**src/rtl/cache_line_xfer.sv**
```systemverilog
// cache_line_xfer: memory-side transfer engine for one cache line.
// Writes back a dirty victim line over a 32-bit memory bus, refills the
// new line word by word, then hands the assembled line to the line store
// with a one-cycle write+replace strobe.
// Optional build macro: CACHE_XFER_CRITICAL_WORD_FIRST_EN (refill starts at
// the missed word and wraps; default build refills from word 0 ascending).
//
// state     | meaning
// ----------+------------------------------------------------------------
// S_IDLE    | waiting for req_i; captures miss address and victim line
// S_WB      | writing victim word cnt_wb to memory, held until granted
// S_RF_REQ  | issuing read request for refill word cnt
// S_RF_WAIT | single read outstanding, waiting for mem_rvalid_i
// S_COMMIT  | one-cycle write+replace strobe to the line store

module cache_line_xfer #(
    parameter int N_WORDS_PER_LINE = 8,
    parameter int TAG_SIZE         = 20
) (
    input  logic                             clk,
    input  logic                             rstn_i,
    input  logic                             req_i,
    input  logic [31:0]                      addr_i,
    input  logic                             dirty_i,
    input  logic [TAG_SIZE-1:0]              tag_i,
    input  logic [N_WORDS_PER_LINE*32-1:0]   line_i,
    output logic                             busy_o,
    output logic                             done_o,
    output logic                             line_we_o,
    output logic                             line_repl_o,
    output logic [N_WORDS_PER_LINE*32-1:0]   line_o,
    output logic                             mem_req_o,
    output logic                             mem_we_o,
    output logic [31:0]                      mem_addr_o,
    output logic [31:0]                      mem_wdata_o,
    input  logic                             mem_gnt_i,
    input  logic                             mem_rvalid_i,
    input  logic [31:0]                      mem_rdata_i
);

    localparam int OFFS = $clog2(N_WORDS_PER_LINE * 4);
    localparam int WW   = $clog2(N_WORDS_PER_LINE);
    localparam logic [WW-1:0] LAST_WORD = WW'(N_WORDS_PER_LINE - 1);

    typedef enum logic [2:0] {
        S_IDLE,
        S_WB,
        S_RF_REQ,
        S_RF_WAIT,
        S_COMMIT
    } state_t;

    state_t                              state;
    logic [31:OFFS]                      addr_q;
    logic [TAG_SIZE-1:0]                 tag_q;
    logic [N_WORDS_PER_LINE-1:0][31:0]   victim_q;
    logic [N_WORDS_PER_LINE-1:0][31:0]   buf_q;
    logic [WW-1:0]                       cnt;
    logic [WW-1:0]                       cnt_wb;
    logic [WW-1:0]                       rcv;
    logic [WW-1:0]                       start_word;
    logic                                unused_addr;

    // Word-offset bits of the miss address only matter for the refill start.
`ifdef CACHE_XFER_CRITICAL_WORD_FIRST_EN
    assign start_word = addr_i[OFFS-1:2];
`else
    assign start_word = '0;
`endif
    assign unused_addr = ^addr_i[OFFS-1:0];

    // Transfer sequencing: capture on request, write back, refill, commit.
    always_ff @(posedge clk or negedge rstn_i) begin
        if (!rstn_i) begin
            state    <= S_IDLE;
            addr_q   <= '0;
            tag_q    <= '0;
            victim_q <= '0;
            buf_q    <= '0;
            cnt      <= '0;
            cnt_wb   <= '0;
            rcv      <= '0;
        end else begin
            case (state)
                S_IDLE: begin
                    if (req_i) begin
                        addr_q   <= addr_i[31:OFFS];
                        tag_q    <= tag_i;
                        victim_q <= line_i;
                        cnt      <= start_word;
                        cnt_wb   <= '0;
                        rcv      <= '0;
                        state    <= dirty_i ? S_WB : S_RF_REQ;
                    end
                end
                S_WB: begin
                    if (mem_gnt_i) begin
                        cnt_wb <= cnt_wb + WW'(1);
                        if (cnt_wb == LAST_WORD) begin
                            state <= S_RF_REQ;
                        end
                    end
                end
                S_RF_REQ: begin
                    if (mem_gnt_i) begin
                        state <= S_RF_WAIT;
                    end
                end
                S_RF_WAIT: begin
                    if (mem_rvalid_i) begin
                        buf_q[cnt] <= mem_rdata_i;
                        cnt        <= cnt + WW'(1);
                        rcv        <= rcv + WW'(1);
                        state      <= (rcv == LAST_WORD) ? S_COMMIT : S_RF_REQ;
                    end
                end
                S_COMMIT: begin
                    state <= S_IDLE;
                end
                default: begin
                    state <= S_IDLE;
                end
            endcase
        end
    end

    // Memory bus decode from state and captured registers only.
    always_comb begin
        mem_req_o   = 1'b0;
        mem_we_o    = 1'b0;
        mem_addr_o  = '0;
        mem_wdata_o = '0;
        case (state)
            S_WB: begin
                mem_req_o   = 1'b1;
                mem_we_o    = 1'b1;
                mem_addr_o  = {tag_q, addr_q[31-TAG_SIZE:OFFS], cnt_wb, 2'b00};
                mem_wdata_o = victim_q[cnt_wb];
            end
            S_RF_REQ: begin
                mem_req_o  = 1'b1;
                mem_addr_o = {addr_q, cnt, 2'b00};
            end
            default: begin
                mem_req_o = 1'b0;
            end
        endcase
    end

    // Status and line-store strobes are pure state decodes.
    assign busy_o      = (state != S_IDLE);
    assign done_o      = (state == S_COMMIT);
    assign line_we_o   = (state == S_COMMIT);
    assign line_repl_o = (state == S_COMMIT);
    assign line_o      = buf_q;

endmodule

```
**config.mk**
```make
export PLATFORM = sky130hd
export DESIGN_NAME = cache_line_xfer
export DESIGN_NICKNAME = d
export VERILOG_FILES = /design/src/rtl/cache_line_xfer.sv
export SDC_FILE = /design/constraint.sdc
export NUM_CORES = 1
export LEC_CHECK = 0
export CORE_AREA = 2 2 259 261
export CTS_CLUSTER_DIAMETER = 60
export DETAILED_ROUTE_END_ITERATION = 10
export DIE_AREA = 0 0 261 263
export HOLD_SLACK_MARGIN = 0.12
export PLACE_DENSITY_LB_ADDON = 0.05
export SKIP_CTS_REPAIR_TIMING = 1
export SLEW_MARGIN = 20
export SYNTH_ARGS = -nofsm -noshare
export SYNTH_HDL_FRONTEND = slang
export SYNTH_SLANG_ARGS = --single-unit
```
**constraint.sdc**
```tcl
create_clock -name clk -period 2.9 [get_ports clk]
set_input_delay 0.58 -clock clk [delete_from_list [all_inputs] [get_ports clk]]
set_output_delay 0.58 -clock clk [all_outputs]
set_load 0.01 [all_outputs]
```
==> impl_metrics.env, run 1 <==
export IMPL_tritoncts="yes"
export IMPL_fin_ws_ns=-0.108
export IMPL_gr_usage_met2_pct=37.2
export IMPL_hp_start="victim_q[113]$_DFFE_PN0P_"
export IMPL_initial_utilization_pct=36.4
export IMPL_cap_viol_max_count=0
export IMPL_layout_nets=3129
export IMPL_avgSynthCellArea_um2=11.4
export IMPL_leakagePower_nw=16.6
export IMPL_grt_remaining_overflow=0
export IMPL_wl_per_cell_um=21.2
export IMPL_min_path_cells=2
export IMPL_drc_errors=0
export IMPL_clkLatencyLatePin_ns=0.60
export IMPL_period_share_pct=104
export IMPL_ant_nets=0
export IMPL_area_growth_pct=44.2
export IMPL_fp_dieArea_um2=68600
export IMPL_crit_path_end_kind="primary output"
export IMPL_gp_congestion=0.827
export IMPL_violations="setup timing"
export IMPL_synth_area_um2=23900
export IMPL_ys_seq_area_share_pct=59.9
export IMPL_grt_max_degree=122
export IMPL_power_density_nw_per_um2=1020
export IMPL_maxSlewHeadroom_pct=63.3
export IMPL_vias=17800
export IMPL_antenna_found_initial=31
export IMPL_synth_cells=2088
export IMPL_synthFlopType="dfrtp_1"
export IMPL_synth_edff_count=0
export IMPL_mostFrequentLayoutCell="nand2_1"
export IMPL_reg2reg_to="line_o[248]$_DFFE_PN0P_"
export IMPL_fin_crit_ns=3.01
export IMPL_drv_slew=0
export IMPL_hpwl_um=55900
export IMPL_final_cell_mix="nand2_1, clkdlybuf4s50_1, dfrtp_1, mux2_2, clkbuf_16"
export IMPL_dp_slack_ns=0.221
export IMPL_fill_cells=5778
export IMPL_rsz0062_at_grt="yes"
export IMPL_clkTransAtPathRegs_ns=0.06
export IMPL_whs_ns=0.469
export IMPL_cts_root_buffer="clkbuf_16"
export IMPL_cts_buffers=67
export IMPL_die_y_um=263
export IMPL_ys_warn_count=0
export IMPL_outcome="finished, violations left"
export IMPL_hold_class="flip-flop to flip-flop"
export IMPL_dieWidth_um=261
export IMPL_cts_sinks=571
export IMPL_max_stage_delay_ns=0.55
export IMPL_crit_path_top_delay_cell="dfrtp_4"
export IMPL_coreArea_um2=65600
export IMPL_busiest_layer="met2"
export IMPL_synthArstFlopShare_pct=100
export IMPL_h_tree_depth=3
export IMPL_crit_start="cnt_wb[0]$_DFFE_PN0P_"
export IMPL_worstSetupPathType="flip-flop to primary output"
export IMPL_dpl_cell_area_um2=31800
export IMPL_drive_above_1_share_pct=19.1
export IMPL_tightest_slew_ns=0.551
export IMPL_ir_drop_mv=0.534
export IMPL_finClkSkew_ns=0.0231
export IMPL_met3_usage_pct=6.03
export IMPL_via_per_inst=4.80
export IMPL_cp_common_cell="buf_4"
export IMPL_worstSetupStartpointType="flip-flop"
export IMPL_ys_seq_elements=571
export IMPL_io_buffers=664
export IMPL_crit_chain="buf_4 > clkbuf_16 > buf_4 > mux4_2 > mux2i_1 > nor2_1 > clkbuf_2"
export IMPL_worstPathRequired_ns=2.32
export IMPL_crit_fanout=6
export IMPL_ys_types=41
export IMPL_finalSetupViolations=22
export IMPL_pin_count=672
export IMPL_grtUsageTotal_pct=22.4
export IMPL_crit_arrival_ns=2.43
export IMPL_grt_pass1_vias=18400
export IMPL_hold_violations=0
export IMPL_firstDrtPassIters=5
export IMPL_drt_wl_total_um=78800
export IMPL_cts_buffer_depth=3
export IMPL_final_cell_area_um2=34400
export IMPL_reg2reg_slack_ns=0.64
export IMPL_grt_use_met1_pct=27.7
export IMPL_grt_pass1_wl_um=116000
export IMPL_num_rows=94
export IMPL_drtIter0Drc=942
export IMPL_r2r_cells=6
export IMPL_hold_path_end="victim_q[113]$_DFFE_PN0P_"
export IMPL_reg2reg_from="state[2]$_DFFE_PN0P_"
export IMPL_timing_fmax_mhz=332
[registers in the layout, indices dropped and copies added (netlist names)]
| signal | count |
|---|---|
| cnt_wb | 3 |
| tag_q | 20 |
| victim_q | 256 |
| rcv | 3 |
| state | 3 |
| cnt | 3 |
| line_o | 256 |
| addr_q | 27 |
[critical path, delay by kind of cell, from the launching register on]
family,cells,cell delay (ns)
flip-flops,1,0.55
multiplexers,2,0.60
AND/OR/NAND/NOR,1,0.09
buffers and inverters,4,0.60
[area by class of cell]
type	instances	area, um2	area share [%]
inverters	3	11.3	0.0327
well taps	864	1080	3.14
clock buffers	97	1960	5.69
multi-input cells	1387	9050	26.3
flip-flops and latches	571	14300	41.5
diodes	19	47.5	0.138
clock inverters	21	211	0.614
repair buffers	748	7760	22.5
[per-stage QoR]
step	std cells	util, %	power, mW	TNS [ns]
5_1_grt	3706	52.4	37.4	-3.89
4_1_cts	3661	51.8	35.2	-18.27
3_5_place_dp	3543	48.5	26.8	0
3_3_place_gp	3543	48.5	26.5	0
6_report	3710	52.4	35.3	-1.27
2_1_floorplan	2089	-	19.9	0
[power by group]
part	internal [mW]	switching (mW)	total [mW]
clock network	4.90	3.37	8.27
registers	11.4	1.85	13.3
logic	7.62	6.12	13.7
[cells in the mapped netlist (3+ instances only)]
cell type | n | area [um2]
mux2_1 | 8 | 90.1
nand3_1 | 3 | 15.0
o21ai_0 | 5 | 25.0
nor2_1 | 39 | 146
buf_6 | 3 | 33.8
ha_1 | 5 | 62.6
mux2_4 | 30 | 450
nand2_1 | 917 | 3440
mux4_2 | 64 | 1440
buf_4 | 5 | 37.5
a22o_1 | 26 | 228
buf_1 | 5 | 18.8
and2_1 | 10 | 62.6
buf_2 | 60 | 300
dfrtp_1 | 571 | 14300
mux2i_1 | 32 | 320
nor3b_1 | 3 | 22.5
mux2_2 | 218 | 2450
clkbuf_1 | 55 | 206
[worst max path at each step]
stage / endpoint / slack [ns] / cells after the start
detailed placement: mem_wdata_o[6] / 0.22 / 5
global placement: mem_wdata_o[6] / 0.20 / 5
floorplan: mem_wdata_o[25] / 0.67 / 5
finish: mem_wdata_o[11] / -0.11 / 7
global route: mem_wdata_o[7] / -0.17 / 7
CTS: mem_wdata_o[6] / -0.44 / 5
[metal layers]
metal,vias up,part of all wire [%]
li1,8254,-
met1,8884,41
met2,511,49
met3,131,6.6
met4,26,3.1
met5,-,0.23
[cell families (layout without fill, tap and decap cells)]
group,after synthesis,after routing,share of synthesized area (%)
muxes,352,352,19.9
DFF,571,571,59.9
and+or+nand+nor,986,986,15.9
other,1,21,0.0157
adders and majority gates,5,5,0.262
buffers and inverters,131,869,2.55
AOI/OAI and AO/OA,39,39,1.33
xor gates and xnor gates,3,3,0.110
Note: power is estimated with default switching activity, not from simulation.
==> run 2, diff against run 1 <==
--- a/config.mk
+++ b/config.mk
@@ -5,10 +5,12 @@
 export SDC_FILE = /design/constraint.sdc
 export NUM_CORES = 1
 export LEC_CHECK = 0
-export CORE_AREA = 2 2 259 261
+export ABC_AREA = 0
+export CORE_AREA = 2 2 262 264
+export CTS_BUF_LIST = sky130_fd_sc_hd__clkbuf_2
 export CTS_CLUSTER_DIAMETER = 60
 export DETAILED_ROUTE_END_ITERATION = 10
-export DIE_AREA = 0 0 261 263
+export DIE_AREA = 0 0 264 266
 export HOLD_SLACK_MARGIN = 0.12
 export PLACE_DENSITY_LB_ADDON = 0.05
 export SKIP_CTS_REPAIR_TIMING = 1
==> impl_metrics.env, run 2 (synthesis results as in run 1) <==
export IMPL_finClkSkew_ns=0.0777
export IMPL_die_y_um=266
export IMPL_crit_path_end_kind="primary output"
export IMPL_worstPathRequired_ns=2.32
export IMPL_coreArea_um2=67700
export IMPL_hold_class="input port to flip-flop"
export IMPL_stdcell_count=4251
export IMPL_firstDrtPassIters=7
export IMPL_cap_viol_max_count=0
export IMPL_cts_sinks=571
export IMPL_worstSetupPathType="flip-flop to primary output"
export IMPL_cts_buffer_depth=3
export IMPL_wl_per_cell_um=19.9
export IMPL_worstSetupStartpointType="flip-flop"
export IMPL_crit_path_top_delay_cell="dfrtp_4"
export IMPL_vias=20000
export IMPL_cts_buffers=159
export IMPL_drtIter0Drc=933
export IMPL_outcome="finished, violations left"
export IMPL_antenna_found_initial=13
export IMPL_grt_remaining_overflow=0
export IMPL_max_stage_delay_ns=0.55
export IMPL_layout_nets=3608
export IMPL_cts_root_buffer="clkbuf_2"
export IMPL_reg2reg_from="state[1]$_DFFE_PN0P_"
export IMPL_grt_pass1_vias=19500
export IMPL_timing_fmax_mhz=274
export IMPL_ant_nets=0
export IMPL_pin_count=672
export IMPL_fin_ws_ns=-0.747
export IMPL_violations="setup timing"
export IMPL_dieWidth_um=264
export IMPL_mostFrequentLayoutCell="nand2_1"
export IMPL_period_share_pct=126
export IMPL_clkTransAtPathRegs_ns=0.10
export IMPL_crit_start="cnt_wb[0]$_DFFE_PN0P_"
export IMPL_leakagePower_nw=21.2
export IMPL_rsz0062_at_grt="yes"
export IMPL_crit_fanout=7
export IMPL_final_cell_mix="nand2_1, dfrtp_1, clkdlybuf4s50_1, dlygate4sd3_1, clkbuf_2"
export IMPL_area_growth_pct=59.3
export IMPL_maxSlewHeadroom_pct=45.6
export IMPL_crit_chain="buf_4 > clkbuf_16 > buf_4 > mux4_2 > mux2i_1 > nor2_1 > clkbuf_2"
export IMPL_clkLatencyLatePin_ns=1.30
export IMPL_initial_utilization_pct=35.2
export IMPL_tightest_slew_ns=0.816
export IMPL_drt_wl_total_um=84400
export IMPL_grt_pass1_wl_um=119000
export IMPL_drv_slew=0
export IMPL_via_per_inst=4.69
export IMPL_dp_slack_ns=0.217
export IMPL_hp_start="mem_rdata_i[31]"
export IMPL_hpwl_um=57200
export IMPL_gp_congestion=0.837
export IMPL_power_density_nw_per_um2=881
export IMPL_place_inst=3575
export IMPL_reg2reg_slack_ns=0.37
export IMPL_h_tree_depth=4
export IMPL_grtUsageTotal_pct=22.6
export IMPL_drc_errors=0
export IMPL_ir_drop_mv=0.317
export IMPL_finalSetupViolations=66
export IMPL_io_buffers=664
export IMPL_fp_dieArea_um2=70200
export IMPL_drive_above_1_share_pct=23.5
export IMPL_fin_crit_ns=3.65
export IMPL_hold_violations=0
export IMPL_tritoncts="yes"
export IMPL_num_rows=96
export IMPL_crit_arrival_ns=3.07
export IMPL_p_total_mw=33.5
export IMPL_grt_max_degree=90
export IMPL_cp_common_cell="buf_4"
==> run 2: critical path: cells and delay by family (launching register included) <==
family,cells,cell delay [ns]
DFF,1,0.55
muxes,2,0.63
buffers and inverters,4,0.63
and+or+nand+nor,1,0.05
==> run 2: where the power goes <==
part	internal (mW)	total, mW	switching, mW	leakage [nW]
logic	8.16	14.6	6.49	12.9
registers	11.4	13.2	1.86	7.25
clock network	2.21	5.62	3.40	1.05
==> run 2: per-layer routing <==
layer / vias to the layer above / global-route usage, % / wire length (um)
met2: 631 / 38.6 / 43100
met4: 8 / 9.35 / 2230
met3: 142 / 7.51 / 4760
li1: 9280 / - / -
met1: 9895 / 26.1 / 34300
met5: - / 0 / 54
==> run 2: layout make-up <==
class | instances | area [um2]
flip-flops and latches | 571 | 14300
fillers | 5944 | 29700
well taps | 882 | 1100
inverters | 3 | 16.3
repair buffers | 1135 | 12200
clock buffers | 234 | 1170
multi-input cells | 1387 | 9080
clock inverters | 29 | 155
diodes | 10 | 25.0
==> run 2: final timing paths <==
check                                             to  cells after the start
max                                  mem_wdata_o[25]                      7
min                          line_o[255]$_DFFE_PN0P_                      2
max reg2reg                  line_o[243]$_DFFE_PN0P_                      9
min reg2reg                victim_q[255]$_DFFE_PN0P_                      2
max in group asynchronous     line_o[20]$_DFFE_PN0P_                      5
min in group asynchronous     line_o[83]$_DFFE_PN0P_                      4
==> run 2: stage by stage <==
stage / hold slack (ns) / setup TNS (ns) / util, % / instance area, um2
after floorplan: 0.284 / 0 / - / 23900
after global routing: 0.118 / -48.10 / 56.1 / 38000
after CTS: -0.989 / -89.57 / 49.3 / 33400
final: 0.223 / -32.92 / 56.1 / 38000
after detailed placement: 0.455 / 0 / 47.3 / 32000
after global placement: 0.452 / 0 / 47.3 / 32000
==> run 3, diff against run 2 <==
--- a/config.mk
+++ b/config.mk
@@ -12,7 +12,8 @@
 export DETAILED_ROUTE_END_ITERATION = 10
 export DIE_AREA = 0 0 264 266
 export HOLD_SLACK_MARGIN = 0.12
-export PLACE_DENSITY_LB_ADDON = 0.05
+export PLACE_DENSITY = 0.59
+export SETUP_SLACK_MARGIN = 0.15
 export SKIP_CTS_REPAIR_TIMING = 1
 export SLEW_MARGIN = 20
 export SYNTH_ARGS = -nofsm -noshare
==> impl_metrics.env, run 3 (synthesis results as in run 1) <==
export IMPL_outcome="finished, violations left"
export IMPL_violations="setup timing"
export IMPL_fin_crit_ns=3.68
export IMPL_initial_utilization_pct=35.2
export IMPL_gp_congestion=0.868
export IMPL_fill_cells=5756
export IMPL_leakagePower_nw=21.5
export IMPL_tightest_slew_ns=0.788
export IMPL_crit_path_end_kind="primary output"
export IMPL_hold_class="input port to flip-flop"
export IMPL_tritoncts="yes"
export IMPL_vias=20200
export IMPL_worstSetupStartpointType="flip-flop"
export IMPL_layout_nets=3588
export IMPL_rsz0062_at_grt="yes"
export IMPL_mostFrequentLayoutCell="nand2_1"
export IMPL_reg2reg_slack_ns=0.48
export IMPL_hpwl_um=56400
export IMPL_grt_max_degree=91
export IMPL_period_share_pct=127
export IMPL_dpl_cell_area_um2=31900
export IMPL_maxSlewHeadroom_pct=47.4
export IMPL_finClkSkew_ns=0.0675
export IMPL_reg2reg_to="line_o[244]$_DFFE_PN0P_"
export IMPL_fin_ws_ns=-0.778
export IMPL_io_buffers=664
export IMPL_final_cell_mix="nand2_1, dfrtp_1, clkdlybuf4s50_1, dlygate4sd3_1, dlymetal6s2s_1"
export IMPL_max_stage_delay_ns=0.55
export IMPL_hold_path_end="line_o[108]$_DFFE_PN0P_"
export IMPL_fp_dieArea_um2=70200
export IMPL_antenna_found_initial=11
export IMPL_drt_wl_total_um=83500
export IMPL_via_per_inst=4.76
export IMPL_r2r_cells=7
export IMPL_drtIter0Drc=1113
export IMPL_crit_arrival_ns=3.10
export IMPL_grt_pass1_wl_um=119000
export IMPL_area_growth_pct=58.8
export IMPL_grt_remaining_overflow=0
export IMPL_ant_nets=0
export IMPL_cap_viol_max_count=0
export IMPL_coreArea_um2=67700
export IMPL_fin_util_pct=56.0
export IMPL_hp_start="mem_rdata_i[12]"
export IMPL_crit_path_top_delay_cell="dfrtp_4"
export IMPL_wl_per_cell_um=19.7
export IMPL_pin_count=672
export IMPL_dp_slack_ns=0.0374
export IMPL_clkLatencyLatePin_ns=1.27
export IMPL_worstSetupPathType="flip-flop to primary output"
export IMPL_cts_root_buffer="clkbuf_2"
export IMPL_clkTransAtPathRegs_ns=0.10
export IMPL_num_rows=96
export IMPL_stdcell_count=4231
export IMPL_crit_chain="buf_12 > buf_12 > buf_4 > mux4_2 > mux2i_4 > nor2_4 > buf_6"
export IMPL_cp_common_cell="buf_12"
export IMPL_hold_violations=0
export IMPL_power_density_nw_per_um2=887
export IMPL_cts_buffers=153
export IMPL_h_tree_depth=4
export IMPL_whs_ns=0.241
export IMPL_reg2reg_from="state[2]$_DFFE_PN0P_"
export IMPL_finalSetupViolations=64
export IMPL_crit_fanout=6
export IMPL_cts_sinks=571
export IMPL_firstDrtPassIters=5
export IMPL_drv_slew=0
export IMPL_timing_fmax_mhz=272
export IMPL_drc_errors=0
export IMPL_min_path_cells=2
export IMPL_die_y_um=266
export IMPL_grtUsageTotal_pct=22.3
export IMPL_worstPathRequired_ns=2.32
export IMPL_grt_pass1_vias=19600
export IMPL_place_inst=3571
export IMPL_drive_above_1_share_pct=22.8
export IMPL_final_cell_area_um2=37900
export IMPL_dieWidth_um=264
export IMPL_ir_drop_mv=0.328
export IMPL_cts_buffer_depth=3
-- run 3: cell types whose count changed in the layout (fill, tap and decap cells not counted), moves of 5 or more --
cell	previous run	this run
buf_4	69	64
buf_12	39	32
dlymetal6s2s_1	229	258
clkbuf_2	251	234
clkinv_1	18	28
clkdlybuf4s50_1	367	339
-- run 3: layout make-up --
| type | instances | area [um2] | area share (%) |
|---|---|---|---|
| flip-flops and latches | 571 | 14300 | 37.7 |
| repair buffers | 1121 | 12000 | 31.6 |
| multi-input cells | 1387 | 9090 | 24.0 |
| well taps | 882 | 1100 | 2.91 |
| clock buffers | 215 | 1080 | 2.84 |
| clock inverters | 45 | 340 | 0.898 |
| diodes | 7 | 17.5 | 0.0462 |
| inverters | 3 | 13.8 | 0.0363 |
-- run 3: worst max-delay path by stage --
stage	slack, ns	startpoint	end
floorplan	0.67	cnt_wb[0]$_DFFE_PN0P_	mem_wdata_o[25]
global placement	0.06	cnt_wb[0]$_DFFE_PN0P_	mem_wdata_o[20]
detailed placement	0.04	cnt_wb[0]$_DFFE_PN0P_	mem_wdata_o[19]
CTS	-1.47	cnt_wb[0]$_DFFE_PN0P_	mem_wdata_o[19]
global route	-1.01	cnt_wb[0]$_DFFE_PN0P_	mem_wdata_o[13]
finish	-0.78	cnt_wb[0]$_DFFE_PN0P_	mem_wdata_o[0]
-- run 3: per-layer routing --
metal | global-route usage [%] | up-vias | wire length (um)
li1 | - | 9272 | -
met1 | 27.1 | 10000 | 34800
met2 | 36.8 | 724 | 42000
met3 | 6.97 | 107 | 4830
met4 | 9.21 | 4 | 1760
met5 | 0 | - | 24
-- run 3: where the power goes --
part / internal (mW) / switching, mW / total [mW]
Combinational: 7.97 / 6.44 / 14.4
Sequential: 11.4 / 1.96 / 13.3
Clock: 2.45 / 3.43 / 5.88
-- run 3: critical path: cells and delay by family (launching register included) --
family,cells,cell delay [ns]
mux,2,0.70
buf+inv,4,0.54
simple gates,1,0.07
flops,1,0.55
-- run 3: through the flow --
step | TNS [ns] | total power [mW]
final | -31.29 | 33.6
after detailed placement | 0 | 27.0
after global routing | -46.66 | 35.8
after global placement | 0 | 26.6
after CTS | -94.05 | 33.0
after floorplan | 0 | 19.9
